`src/rtl/tile_resolve_writer.sv`:
```
// tile_resolve_writer
//   Drains a tile buffer's per-sample colour stream, box-filters SAMPLES samples
//   into one RGBA8 pixel and writes the pixels out as BURST_LEN-beat linear bursts.
//   When the whole tile has been written, it acknowledges the tile buffer's eviction
//   request.
//
// Ports
//   clk, rst_n        clock, synchronous active-low reset
//   start             1-cycle pulse; ignored while busy
//   tile_base, pitch  tile byte address and surface pitch in pixels (latched on start)
//   busy, done        busy from accepted start until the done pulse
//   err_seq           sticky read-sequence error, cleared on accepted start
//   rd_req/rd_valid   sample stream handshake; rd_color/rd_addr carry the sample
//   evict_req/ack     eviction handshake with the tile buffer
//   mem_wr_*          write-burst stream (valid/ready, addr, data, last)
//
// state | meaning
// IDLE  | waiting for start
// FETCH | pulling samples, resolving pixels into the burst buffer
// WRITE | emitting one burst from the burst buffer
// ACK   | tile written, waiting for evict_req
module tile_resolve_writer #(
  parameter int TILE_W    = 16,
  parameter int TILE_H    = 16,
  parameter int SAMPLES   = 4,
  parameter int COLOR_W   = 32,
  parameter int ADDR_W    = 32,
  parameter int BURST_LEN = 4
) (
  input  logic               clk,
  input  logic               rst_n,
  input  logic               start,
  input  logic [ADDR_W-1:0]  tile_base,
  input  logic [15:0]        pitch,
  output logic               busy,
  output logic               done,
  output logic               err_seq,
  output logic               rd_req,
  input  logic               rd_valid,
  input  logic [COLOR_W-1:0] rd_color,
  input  logic [31:0]        rd_addr,
  input  logic               evict_req,
  output logic               evict_ack,
  output logic               mem_wr_valid,
  input  logic               mem_wr_ready,
  output logic [ADDR_W-1:0]  mem_wr_addr,
  output logic [COLOR_W-1:0] mem_wr_data,
  output logic               mem_wr_last
);
  localparam int LOG2S  = $clog2(SAMPLES);
  localparam int ACC_W  = 8 + LOG2S;
  localparam int SCNT_W = (LOG2S > 0) ? LOG2S : 1;
  localparam int BEAT_W = (BURST_LEN > 1) ? $clog2(BURST_LEN) : 1;
  localparam int X_W    = (TILE_W > 1) ? $clog2(TILE_W) : 1;
  localparam int Y_W    = (TILE_H > 1) ? $clog2(TILE_H) : 1;
  localparam int NCH    = 4;

  typedef enum logic [1:0] {IDLE, FETCH, WRITE, ACK} state_t;

  state_t             state;
  logic [ADDR_W-1:0]  base_q;
  logic [15:0]        pitch_q;
  logic [ACC_W-1:0]   acc [NCH];
  logic [ACC_W-1:0]   sum [NCH];
  logic [SCNT_W-1:0]  samp_cnt;
  logic [31:0]        cell_cnt;
  logic [BEAT_W-1:0]  pix_cnt;
  logic [BEAT_W-1:0]  beat_cnt;
  logic [BEAT_W-1:0]  next_beat;
  logic [COLOR_W-1:0] pix_buf [BURST_LEN];
  logic [X_W-1:0]     px0;
  logic [Y_W-1:0]     py;
  logic [COLOR_W-1:0] resolved;
  logic [COLOR_W-1:0] first_pix;
  logic [ADDR_W-1:0]  wr_offset;
  logic [ADDR_W-1:0]  wr_addr_next;
  logic               xfer;
  logic               pix_last;
  logic               burst_full;
  logic               row_end;
  logic               tile_last;

  assign xfer       = (state == FETCH) && rd_req && rd_valid;
  assign pix_last   = (samp_cnt == SCNT_W'(SAMPLES - 1));
  assign burst_full = (pix_cnt == BEAT_W'(BURST_LEN - 1));
  assign next_beat  = beat_cnt + BEAT_W'(1);
  assign row_end    = (px0 == X_W'(TILE_W - BURST_LEN));
  assign tile_last  = row_end && (py == Y_W'(TILE_H - 1));
  assign wr_offset  = ADDR_W'(py) * ADDR_W'(pitch_q) + ADDR_W'(px0);
  assign wr_addr_next = base_q + (wr_offset << 2);
  // With single-pixel bursts the pixel lands in the buffer on the same edge the
  // burst starts, so the first beat must bypass the buffer.
  assign first_pix  = (BURST_LEN == 1) ? resolved : pix_buf[0];

  // Rounded box filter: (sum + SAMPLES/2) / SAMPLES per channel, using the
  // in-flight sample so the pixel is ready on the edge its last sample arrives.
  always_comb begin
    resolved = '0;
    for (int c = 0; c < NCH; c++) begin
      sum[c] = acc[c] + ACC_W'(rd_color[8*c +: 8]);
      resolved[8*c +: 8] = 8'((sum[c] + ACC_W'(SAMPLES / 2)) >> LOG2S);
    end
  end

  always_ff @(posedge clk) begin
    if (!rst_n) begin
      state        <= IDLE;
      busy         <= 1'b0;
      done         <= 1'b0;
      err_seq      <= 1'b0;
      rd_req       <= 1'b0;
      evict_ack    <= 1'b0;
      mem_wr_valid <= 1'b0;
      mem_wr_last  <= 1'b0;
      mem_wr_addr  <= '0;
      mem_wr_data  <= '0;
      base_q       <= '0;
      pitch_q      <= '0;
      samp_cnt     <= '0;
      cell_cnt     <= '0;
      pix_cnt      <= '0;
      beat_cnt     <= '0;
      px0          <= '0;
      py           <= '0;
      for (int c = 0; c < NCH; c++) acc[c] <= '0;
      for (int b = 0; b < BURST_LEN; b++) pix_buf[b] <= '0;
    end else begin
      done      <= 1'b0;
      evict_ack <= 1'b0;
      case (state)
        IDLE: begin
          if (start) begin
            base_q   <= tile_base;
            pitch_q  <= pitch;
            err_seq  <= 1'b0;
            busy     <= 1'b1;
            rd_req   <= 1'b1;
            cell_cnt <= '0;
            samp_cnt <= '0;
            pix_cnt  <= '0;
            px0      <= '0;
            py       <= '0;
            for (int c = 0; c < NCH; c++) acc[c] <= '0;
            state    <= FETCH;
          end
        end
        FETCH: begin
          if (xfer) begin
            cell_cnt <= cell_cnt + 32'd1;
            if (rd_addr != cell_cnt) err_seq <= 1'b1;
            if (pix_last) begin
              samp_cnt <= '0;
              for (int c = 0; c < NCH; c++) acc[c] <= '0;
              pix_buf[pix_cnt] <= resolved;
              if (burst_full) begin
                pix_cnt      <= '0;
                rd_req       <= 1'b0;
                beat_cnt     <= '0;
                mem_wr_valid <= 1'b1;
                mem_wr_addr  <= wr_addr_next;
                mem_wr_data  <= first_pix;
                mem_wr_last  <= (BURST_LEN == 1);
                state        <= WRITE;
              end else begin
                pix_cnt <= pix_cnt + BEAT_W'(1);
              end
            end else begin
              samp_cnt <= samp_cnt + SCNT_W'(1);
              for (int c = 0; c < NCH; c++) acc[c] <= sum[c];
            end
          end
        end
        WRITE: begin
          // mem_wr_valid is high throughout WRITE, so ready alone accepts a beat.
          if (mem_wr_ready) begin
            if (mem_wr_last) begin
              mem_wr_valid <= 1'b0;
              mem_wr_last  <= 1'b0;
              if (tile_last) begin
                state <= ACK;
              end else begin
                rd_req <= 1'b1;
                state  <= FETCH;
                if (row_end) begin
                  px0 <= '0;
                  py  <= py + Y_W'(1);
                end else begin
                  px0 <= px0 + X_W'(BURST_LEN);
                end
              end
            end else begin
              beat_cnt    <= next_beat;
              mem_wr_data <= pix_buf[next_beat];
              mem_wr_last <= (next_beat == BEAT_W'(BURST_LEN - 1));
            end
          end
        end
        ACK: begin
          if (evict_req) begin
            evict_ack <= 1'b1;
            done      <= 1'b1;
            busy      <= 1'b0;
            state     <= IDLE;
          end
        end
        default: state <= IDLE;
      endcase
    end
  end
endmodule
```
`config.mk`:
```
export PLATFORM = sky130hd
export DESIGN_NAME = tile_resolve_writer
export DESIGN_NICKNAME = d
export VERILOG_FILES = /design/src/rtl/tile_resolve_writer.sv
export SDC_FILE = /design/constraint.sdc
export NUM_CORES = 1
export LEC_CHECK = 0
export ABC_AREA = 1
export CORE_UTILIZATION = 59
export CTS_CLUSTER_SIZE = 28
export DETAILED_ROUTE_END_ITERATION = 8
export PLACE_DENSITY = 0.86
export SLEW_MARGIN = 10
export SYNTH_ARGS = -nofsm -noshare
export SYNTH_HDL_FRONTEND = slang
export SYNTH_SLANG_ARGS = --single-unit
```
`constraint.sdc`:
```
create_clock -name clk -period 5.61 [get_ports clk]
set_input_delay 0.561 -clock clk [delete_from_list [all_inputs] [get_ports clk]]
set_output_delay 0.561 -clock clk [all_outputs]
set_load 0.01 [all_outputs]
```
# --- Word-level counts from Yosys, hierarchy flattened ---
# Memories as Yosys holds them, arrays and structs flattened.
# Index checks and enable logic that the tools add are counted.
word_totals:
  ram_bits: 168
  rom_bits: 0
  latch_bits: 0
  mem_count: 2
  output_inout_bits: 71
  register_bits: 166
  word_cells: 189
  in_bits: 118
memory_table:
  columns: ["name", "words", "width", "read_ports", "rd_ports_with_merged_regs", "wr", "line", "text"]
  rows:
  - ["pix_buf", 4, 32, 2, 0, 4, "70", "logic [COLOR_W-1:0] pix_buf [BURST_LEN];"]
  - ["acc", 4, 10, 4, 0, 4, "63", "logic [ACC_W-1:0] acc [NCH];"]
classes:
  reduce_logical: 24
  bitwise: 12
  n_mux: 97
  n_lt_le_gt_ge: 0
  n_eq_ne: 20
  n_mul: 1
  add_sub_neg: 16
  div_mod_pow: 0
  shift: 0
ops:
  columns: ["op", "count"]
  rows:
  - ["2-to-1 mux 32 bit", 8]
  - ["case mux 32 bit (2 select lines)", 2]
  - ["2-to-1 mux 10 bit", 12]
  - ["adder 10 x 2 -> 10 bit (second input constant)", 4]
  - ["adder 10 x 8 -> 10 bit", 4]
  - ["2-to-1 mux 2 bit", 20]
  - ["2-to-1 mux 4 bit", 9]
  - ["2-to-1 mux 1 bit", 35]
  - ["adder 32 x 1 -> 32 bit (second input constant)", 1]
  - ["adder 32 x 23 -> 32 bit", 1]
  - ["inequality test 32 bit", 1]
  - ["OR reduction 32 bit", 1]
  - ["adder 20 x 4 -> 21 bit", 1]
  - ["multiplier 4 x 16 -> 20 bit", 1]
  - ["inequality test 2 bit (second input constant)", 10]
  - ["AND reduction 6 bit", 3]
  - ["case mux 4 bit (2 select lines)", 2]
  - ["OR 1 bit", 12]
  - ["case mux 2 bit (2 select lines)", 3]
  - ["AND reduction 4 bit", 3]
  - ["== test 2 bit (second input constant)", 5]
  - ["AND reduction 5 bit", 2]
  - ["== test 4 bit (second input constant)", 2]
  - ["case mux 1 bit (2 select lines)", 4]
  - ["other kinds (15)", 24]

# --- Logic depth before layout (Yosys ltp) ---
# Gate-level depths: netlist of the first run.
logic_depth:
  ltp_word: 9
  depth_mapped: 32
  mapped_depth_nobuf: 31

# --- Worst setup path after synthesis of the first run ---
# Ideal clock, no wire load.
synth_path:
  path_type: "reg2reg"
  from: "register py[3]"
  to: "register mem_wr_addr[29]"
  path_stages_with_launch: 25
  period_less_slack_ns: 4.816
  n_path_buf: 2
  setup_ns: 0.117
  slack_ns: 0.794
  arrival_time_ns: 4.699
  path_cell_list: "dfxtp_1 > clkbuf_1 > buf_1 > nand2_1 > fa_1 > fa_1 > fa_1 > inv_1 > ha_1 > a21oi_1 > o21ai_0 > a21oi_1 > o21ai_0 > nand3_1 > nand3_1 > nand2_1 > ha_1 > nand2_1 > inv_1 > a21oi_1 > nand2_1 > a21oi_1 > a21oi_1 > nor2_1 > nor2_1"
synth_between:
  elab_chain_cells: 3
synth_rtl:
  columns: ["element", "line", "text"]
  rows:
  - ["start: declaration", "72", "logic [Y_W-1:0] py;"]
  - ["start signal: assignment", "186", "py <= py + Y_W'(1);"]
  - ["multiplier 4 x 16 -> 20 bit", "89", "assign wr_offset = ADDR_W'(py) * ADDR_W'(pitch_q) + ADDR_W'(px0);"]
  - ["adder 20 x 4 -> 21 bit", "89", null]
  - ["adder 32 x 23 -> 32 bit", "90", "assign wr_addr_next = base_q + (wr_offset << 2);"]
  - ["end signal: assignment", "160", "mem_wr_addr <= wr_addr_next;"]
  - ["end: declaration", "46", "output logic [ADDR_W-1:0] mem_wr_addr,"]
# No other way between the ends.
# A chain may end at the register's enable or synchronous reset.

# --- Final worst setup path of the first run ---
layout_path:
  from: "register py[3]"
  to: "register mem_wr_addr[27]"
# Same word-level chain as after synthesis.

==> impl_metrics.json, run 1 <==
{
  "layout_common_cells": "nand2_1, nor2_1, inv_1",
  "grt_max_degree": 78,
  "dp_hpwl_mm": 39.54,
  "fin_nets": 3203,
  "cp.arrival_ns": 5.49,
  "reg2reg_slack_ns": 0.58,
  "ys.flop_type": "edfxtp_1",
  "synth_area_um2": 20660,
  "hold_buffers": 0,
  "startpoint_type": "register",
  "die_h_um": 189.1,
  "r2r_cells": 26,
  "fin_skew_ns": 0.02440,
  "finalWorstSetupSlack_ns": 0.5766,
  "seqPwrFrac_pct": 36.0,
  "fin_crit_ns": 5.033,
  "finalSetupViolCount": 0,
  "grt_overflow": 0,
  "netSwitchingPower_w": 0.003302,
  "num_rows": 68,
  "cts_tree": "done",
  "criticalPathCategory": "register to register",
  "final_max_slew_viol_count": 0,
  "cp_common_cell": "nand2_1",
  "utilization_pct": 70.01,
  "clockBufferDepth": 3,
  "vias": 19140,
  "placed_area_um2": 22850,
  "path_max_fanout": 11,
  "combPwrFrac_pct": 33.8,
  "end_kind": "register",
  "drive_above_1_share_pct": 4.244,
  "fmax_ghz": 0.1987,
  "status": "completed",
  "areaGrowthSynthToFinish_pct": 17.03,
  "cts.clk_slew.worst_paths_ns": 0.07,
  "start_util_pct": 59.82,
  "leakage_nw": 11.43,
  "tns_ns": 0,
  "place.gp.congestion": 0.9405,
  "grt_pass1_vias": 18504,
  "clock_latency_ns": 0.55,
  "drc_errors": 0,
  "p_int_w": 0.005514,
  "numCtsBuffers": 38,
  "ys_types": 53,
  "fp.coreArea_um2": 34540,
  "synth-edff-count": 168,
  "avgSynthCellArea_um2": 7.406,
  "dp_slack_ns": 0.4366,
  "synth_seq_cells": 332,
  "synthCells": 2790,
  "antenna_found_initial": 1,
  "p_clk_share_pct": 30.2,
  "crit_slowest_cell": "dfxtp_1",
  "period_share_pct": 89.72,
  "drt-initial-drc-count": 2008,
  "h-tree-depth": 2,
  "drtAntennaViolNets": 0,
  "wl_per_cell_um": 16.52,
  "synthArstFlopShare_pct": 0,
  "die_w_um": 189.1,
  "firstDrtPassIters": 5,
  "max-vdd-ir-drop_mv": 0.3539,
  "design_area_um2": 24180,
  "viasPerCell": 5.590,
  "mostFrequentLayoutCell": "nand2_1",
  "boundaryPins": 189,
  "dpl.cell_count": 3356,
  "synth_seq_area_share_pct": 40.30,
  "grt_first_pass_wirelength_mm": 90.99,
  "swShare_pct": 37.45,
  "grt_use_total_pct": 31.52,
  "slew_headroom_pct": 33.10,
  "hp-class": "register to register",
  "routed_wl_mm": 56.56,
  "n_antenna_cell": 0,
  "drv_cap": 0,
  "numClockSinks": 332,
  "portBuffers": 188,
  "powerDensity_nw_per_um2": 364.5,
  "rsz0062_at_grt": "false",
  "yosys_warnings": 0,
  "min_path_cells": 2,
  "worst_slew_pin_slew_ns": 1.001,
  "die_area_um2": 35780,
  "clockRootBuffer": "clkbuf_16",
  "final-instance-count-excl-fill": 3424,
  "finalHoldViolCount": 0,
  "cpPeakStageDelay_ns": 0.53,
  "cp.required_ns": 6.06
}
## metrics by stage
stage | hold slack (ns) | power, W
global route | 0.4826 | 0.009250
CTS | 0.4538 | 0.008776
floorplan | 0.4245 | 0.005061
finish | 0.4527 | 0.008815
global placement | 0.4341 | 0.006015
detailed placement | 0.4467 | 0.006104
## repair_timing
action                                  in CTS  in global routing
gates resized for setup                      0                  4
setup buffers                                0                  0
endpoints found under the setup margin       0                 12
## cells in the mapped netlist, types with 3 or more instances
cell type  count  area, um2
o21a_1         4      30.03
edfxtp_1     168       5045
nand3_1      199      996.0
xor2_1        33      289.0
nor3_1        33      165.2
o211ai_1       3      22.52
nand2_2        3      18.77
nand3b_1      15      112.6
a21o_1         8      60.06
or2_2         14      87.58
buf_2         24      120.1
inv_1        340       1276
buf_4          5      37.54
a221oi_1      11      96.34
a21oi_1      155      775.7
o21ai_0      156      780.8
nand4_1       22      137.6
buf_1          8      30.03
nor2_4         4      45.04
fa_1          36      720.7
ha_1         108       1351
nand2_1      701       2631
a21boi_0       3      22.52
o21ai_1        5      25.02
dfxtp_1      164       3283
xnor2_1       21      183.9
clkbuf_1      58      217.7
a31oi_1        3      18.77
a211oi_1       3      22.52
and2_1         5      31.28
o21bai_1      10      75.07
nor2_1       409       1535
inv_2          7      26.28
nor2_2         3      18.77
o22ai_1       23      143.9
## flip-flops by register name (all words and copies together) (netlist names), 4 cells and up
signal       flops
acc             40
base_q          32
cell_cnt        32
mem_wr_addr     32
mem_wr_data     32
pitch_q         16
pix_buf        128
py               4
## kinds of logic after synthesis
family | synth area share, %
other cells | 0.01815
compound gates | 10.29
xor+xnor | 2.289
buf+inv | 8.435
simple gates | 28.64
flops | 40.30
fa+ha+maj | 10.03
## per-layer routing
layer | global-route usage [%] | up-vias | routed length (um)
met3 | 4.727 | 153 | 4749
met2 | 54.44 | 859 | 27300
met4 | 12.34 | 2 | 1882
met1 | 39.66 | 8783 | 22620
met5 | 0 | - | 11
li1 | - | 9343 | -
## path summary, 6_finish.rpt
kind | from | end
worst max-delay path | py[3] | mem_wr_addr[27]
worst max register to register | py[3] | mem_wr_addr[27]
worst min-delay path | base_q[1] | mem_wr_addr[1]
worst min register to register | base_q[1] | mem_wr_addr[1]
## worst max-delay path: cells and delay by family (launching register included)
| family | cells | cell delay, ns |
|---|---|---|
| flops | 1 | 0.53 |
| fa+ha+maj | 5 | 1.96 |
| buf+inv | 3 | 0.37 |
| simple gates | 14 | 1.19 |
| compound gates | 4 | 0.89 |
## power groups by stage
stage	clock network, W	logic, W	registers [W]
after floorplan	0	0.00192	0.00314
after detailed placement	0	0.00289	0.00321
after global routing	0.00277	0.00328	0.00320
after global placement	0	0.00281	0.00320
final	0.00266	0.00298	0.00317
after CTS	0.00268	0.00293	0.00317
## final cells by class
cell class	count	area (um2)
Timing Repair Buffer	207	2022
Inverter	349	1310
Clock buffer	46	1001
Fill cell	2711	10360
Sequential cell	332	8330
Clock inverter	22	322.8
Multi-Input combinational cell	2013	10630
Tap cell	455	569.3
No activity file was read; power rests on OpenSTA's default activity.
==> inputs of run 2 (changes only) <==
--- a/config.mk
+++ b/config.mk
@@ -6,11 +6,10 @@
 export NUM_CORES = 1
 export LEC_CHECK = 0
 export ABC_AREA = 1
-export CORE_UTILIZATION = 59
+export CORE_UTILIZATION = 60
 export CTS_CLUSTER_SIZE = 28
 export DETAILED_ROUTE_END_ITERATION = 8
-export PLACE_DENSITY = 0.86
-export SLEW_MARGIN = 10
+export PLACE_DENSITY = 0.87
 export SYNTH_ARGS = -nofsm -noshare
 export SYNTH_HDL_FRONTEND = slang
 export SYNTH_SLANG_ARGS = --single-unit
==> constraint.sdc (replaced) <==
create_clock -name clk -period 6.33 [get_ports clk]
set_input_delay 0.633 -clock clk [delete_from_list [all_inputs] [get_ports clk]]
set_output_delay 0.633 -clock clk [all_outputs]
set_load 0.01 [all_outputs]
==> impl_metrics.json, run 2 (synthesis gave the netlist of run 1 again) <==
{
  "cpPeakStageDelay_ns": 0.75,
  "fp.coreArea_um2": 33700,
  "cts_tree": "done",
  "drive_above_1_share_pct": 4.143,
  "h-tree-depth": 2,
  "place.gp.congestion": 0.9283,
  "largest_register": "pix_buf",
  "worstHoldStart": "base_q[4]",
  "num_rows": 67,
  "tns_ns": 0,
  "min_path_cells": 2,
  "largest_registers": "pix_buf (128), acc (40)",
  "start_util_pct": 61.32,
  "fin_nets": 3201,
  "rsz0062_at_grt": "false",
  "timing.rr.end": "mem_wr_addr[30]",
  "timing.rr.start": "py[3]",
  "crit_slowest_cell": "dfxtp_1",
  "final-instance-count-excl-fill": 3417,
  "holdPathEnd": "base_q[4]",
  "grt_use_total_pct": 32.03,
  "clockBufferDepth": 3,
  "criticalPathCategory": "register to register",
  "drv_cap": 0,
  "drt-initial-drc-count": 2053,
  "hold_buffers": 0,
  "hp-class": "register to register",
  "period_share_pct": 84.15,
  "leakage_nw": 11.41,
  "powerDensity_nw_per_um2": 324.3,
  "boundaryPins": 189,
  "cp.arrival_ns": 5.75,
  "fin_skew_ns": 0.01976,
  "antenna_found_initial": 0,
  "die_h_um": 187.6,
  "post_cts_buffers": 0,
  "reg2reg_slack_ns": 1.00,
  "vias": 19369,
  "cts.clk_slew.worst_paths_ns": 0.06,
  "layout_common_cells": "nand2_1, nor2_1, inv_1",
  "grt_pass1_vias": 18766,
  "largest_reg_flops": 128,
  "finalSetupViolCount": 0,
  "status": "completed",
  "dp_hpwl_mm": 39.73,
  "whs_ns": 0.4552,
  "grt_max_degree": 78,
  "cp_common_cell": "nand2_1",
  "drtAntennaViolNets": 0,
  "finalHoldViolCount": 0,
  "n_antenna_cell": 0,
  "numCtsBuffers": 38,
  "grt_first_pass_wirelength_mm": 91.39,
  "drc_errors": 0,
  "startpoint_type": "register",
  "routed_wl_mm": 57.47,
  "cts_resized": 0,
  "slew_headroom_pct": 18.92,
  "clockRootBuffer": "clkbuf_16",
  "grt_overflow": 0,
  "die_w_um": 187.6,
  "final_max_slew_viol_count": 0,
  "areaGrowthSynthToFinish_pct": 16.85,
  "utilization_pct": 71.65,
  "p_total_w": 0.007830,
  "portBuffers": 188,
  "viasPerCell": 5.668,
  "path_max_fanout": 18,
  "cp.required_ns": 6.75,
  "numClockSinks": 332,
  "dpl.cell_count": 3347,
  "fin_crit_ns": 5.327,
  "firstDrtPassIters": 6,
  "die_area_um2": 35190,
  "worst_slew_pin_slew_ns": 1.212,
  "mostFrequentLayoutCell": "nand2_1",
  "max-vdd-ir-drop_mv": 0.2670,
  "clock_latency_ns": 0.55,
  "fmax_ghz": 0.1877,
  "r2r_cells": 26,
  "wl_per_cell_um": 16.82,
  "end_kind": "register"
}
run 2: cell count changes in the layout (fill, tap and decap cells not counted), sizes merged:
cell	previous run	this run
clkbuf	46	47
clkinvlp	3	4
clkinv	11	12
buf	20	18
inv	350	351
bufinv	7	5
run 2: per-stage QoR:
step	worst slack, ns	instance area [um2]
3_5_place_dp	1.070	22830
4_1_cts	1.040	24150
6_report	1.003	24150
3_3_place_gp	1.262	22830
5_1_grt	0.5401	24150
2_1_floorplan	1.514	20670
run 2: cell type report:
cell class	count	area [um2]
inverters	349	1310
fillers	2550	9554
flip-flops and latches	332	8328
multi-input cells	2013	10620
clock buffers	47	1036
well taps	448	560.5
clock inverters	23	282.8
repair buffers	205	2007
run 2: critical path, delay by kind of cell, from the launching register on:
kind | cells | cell delay (ns)
and+or+nand+nor | 17 | 1.72
DFF | 1 | 0.75
AOI/OAI and AO/OA | 2 | 0.50
adders and majority gates | 5 | 2.10
buffers and inverters | 2 | 0.13
run 2: per-layer routing:
metal | wire length (um) | track usage (%) | share of wire, % | vias up
met5 | 0 | 0 | 0 | -
met1 | 22920 | 40.35 | 40 | 8841
met4 | 2164 | 13.79 | 3.8 | 0
met2 | 27240 | 54.53 | 47 | 1009
li1 | - | - | - | 9351
met3 | 5149 | 4.960 | 9.0 | 168
run 2: worst max-delay path by stage:
stage / start / endpoint / slack (ns) / depth (start not counted)
2_1_floorplan: py[3] / mem_wr_addr[29] / 1.51 / 24
6_report: py[3] / mem_wr_addr[30] / 1.00 / 26
5_1_grt: py[3] / mem_wr_addr[30] / 0.54 / 23
4_1_cts: py[3] / mem_wr_addr[30] / 1.04 / 25
3_5_place_dp: py[3] / mem_wr_addr[30] / 1.07 / 26
3_3_place_gp: py[3] / mem_wr_addr[30] / 1.26 / 23
run 2: report_power, final:
group	internal, W	switching, W	leakage, nW
Combinational	0.000911	0.00177	7.69
Clock	0.00139	0.000950	0.637
Sequential	0.00255	0.000263	3.09
Total	0.00485	0.00298	11.4
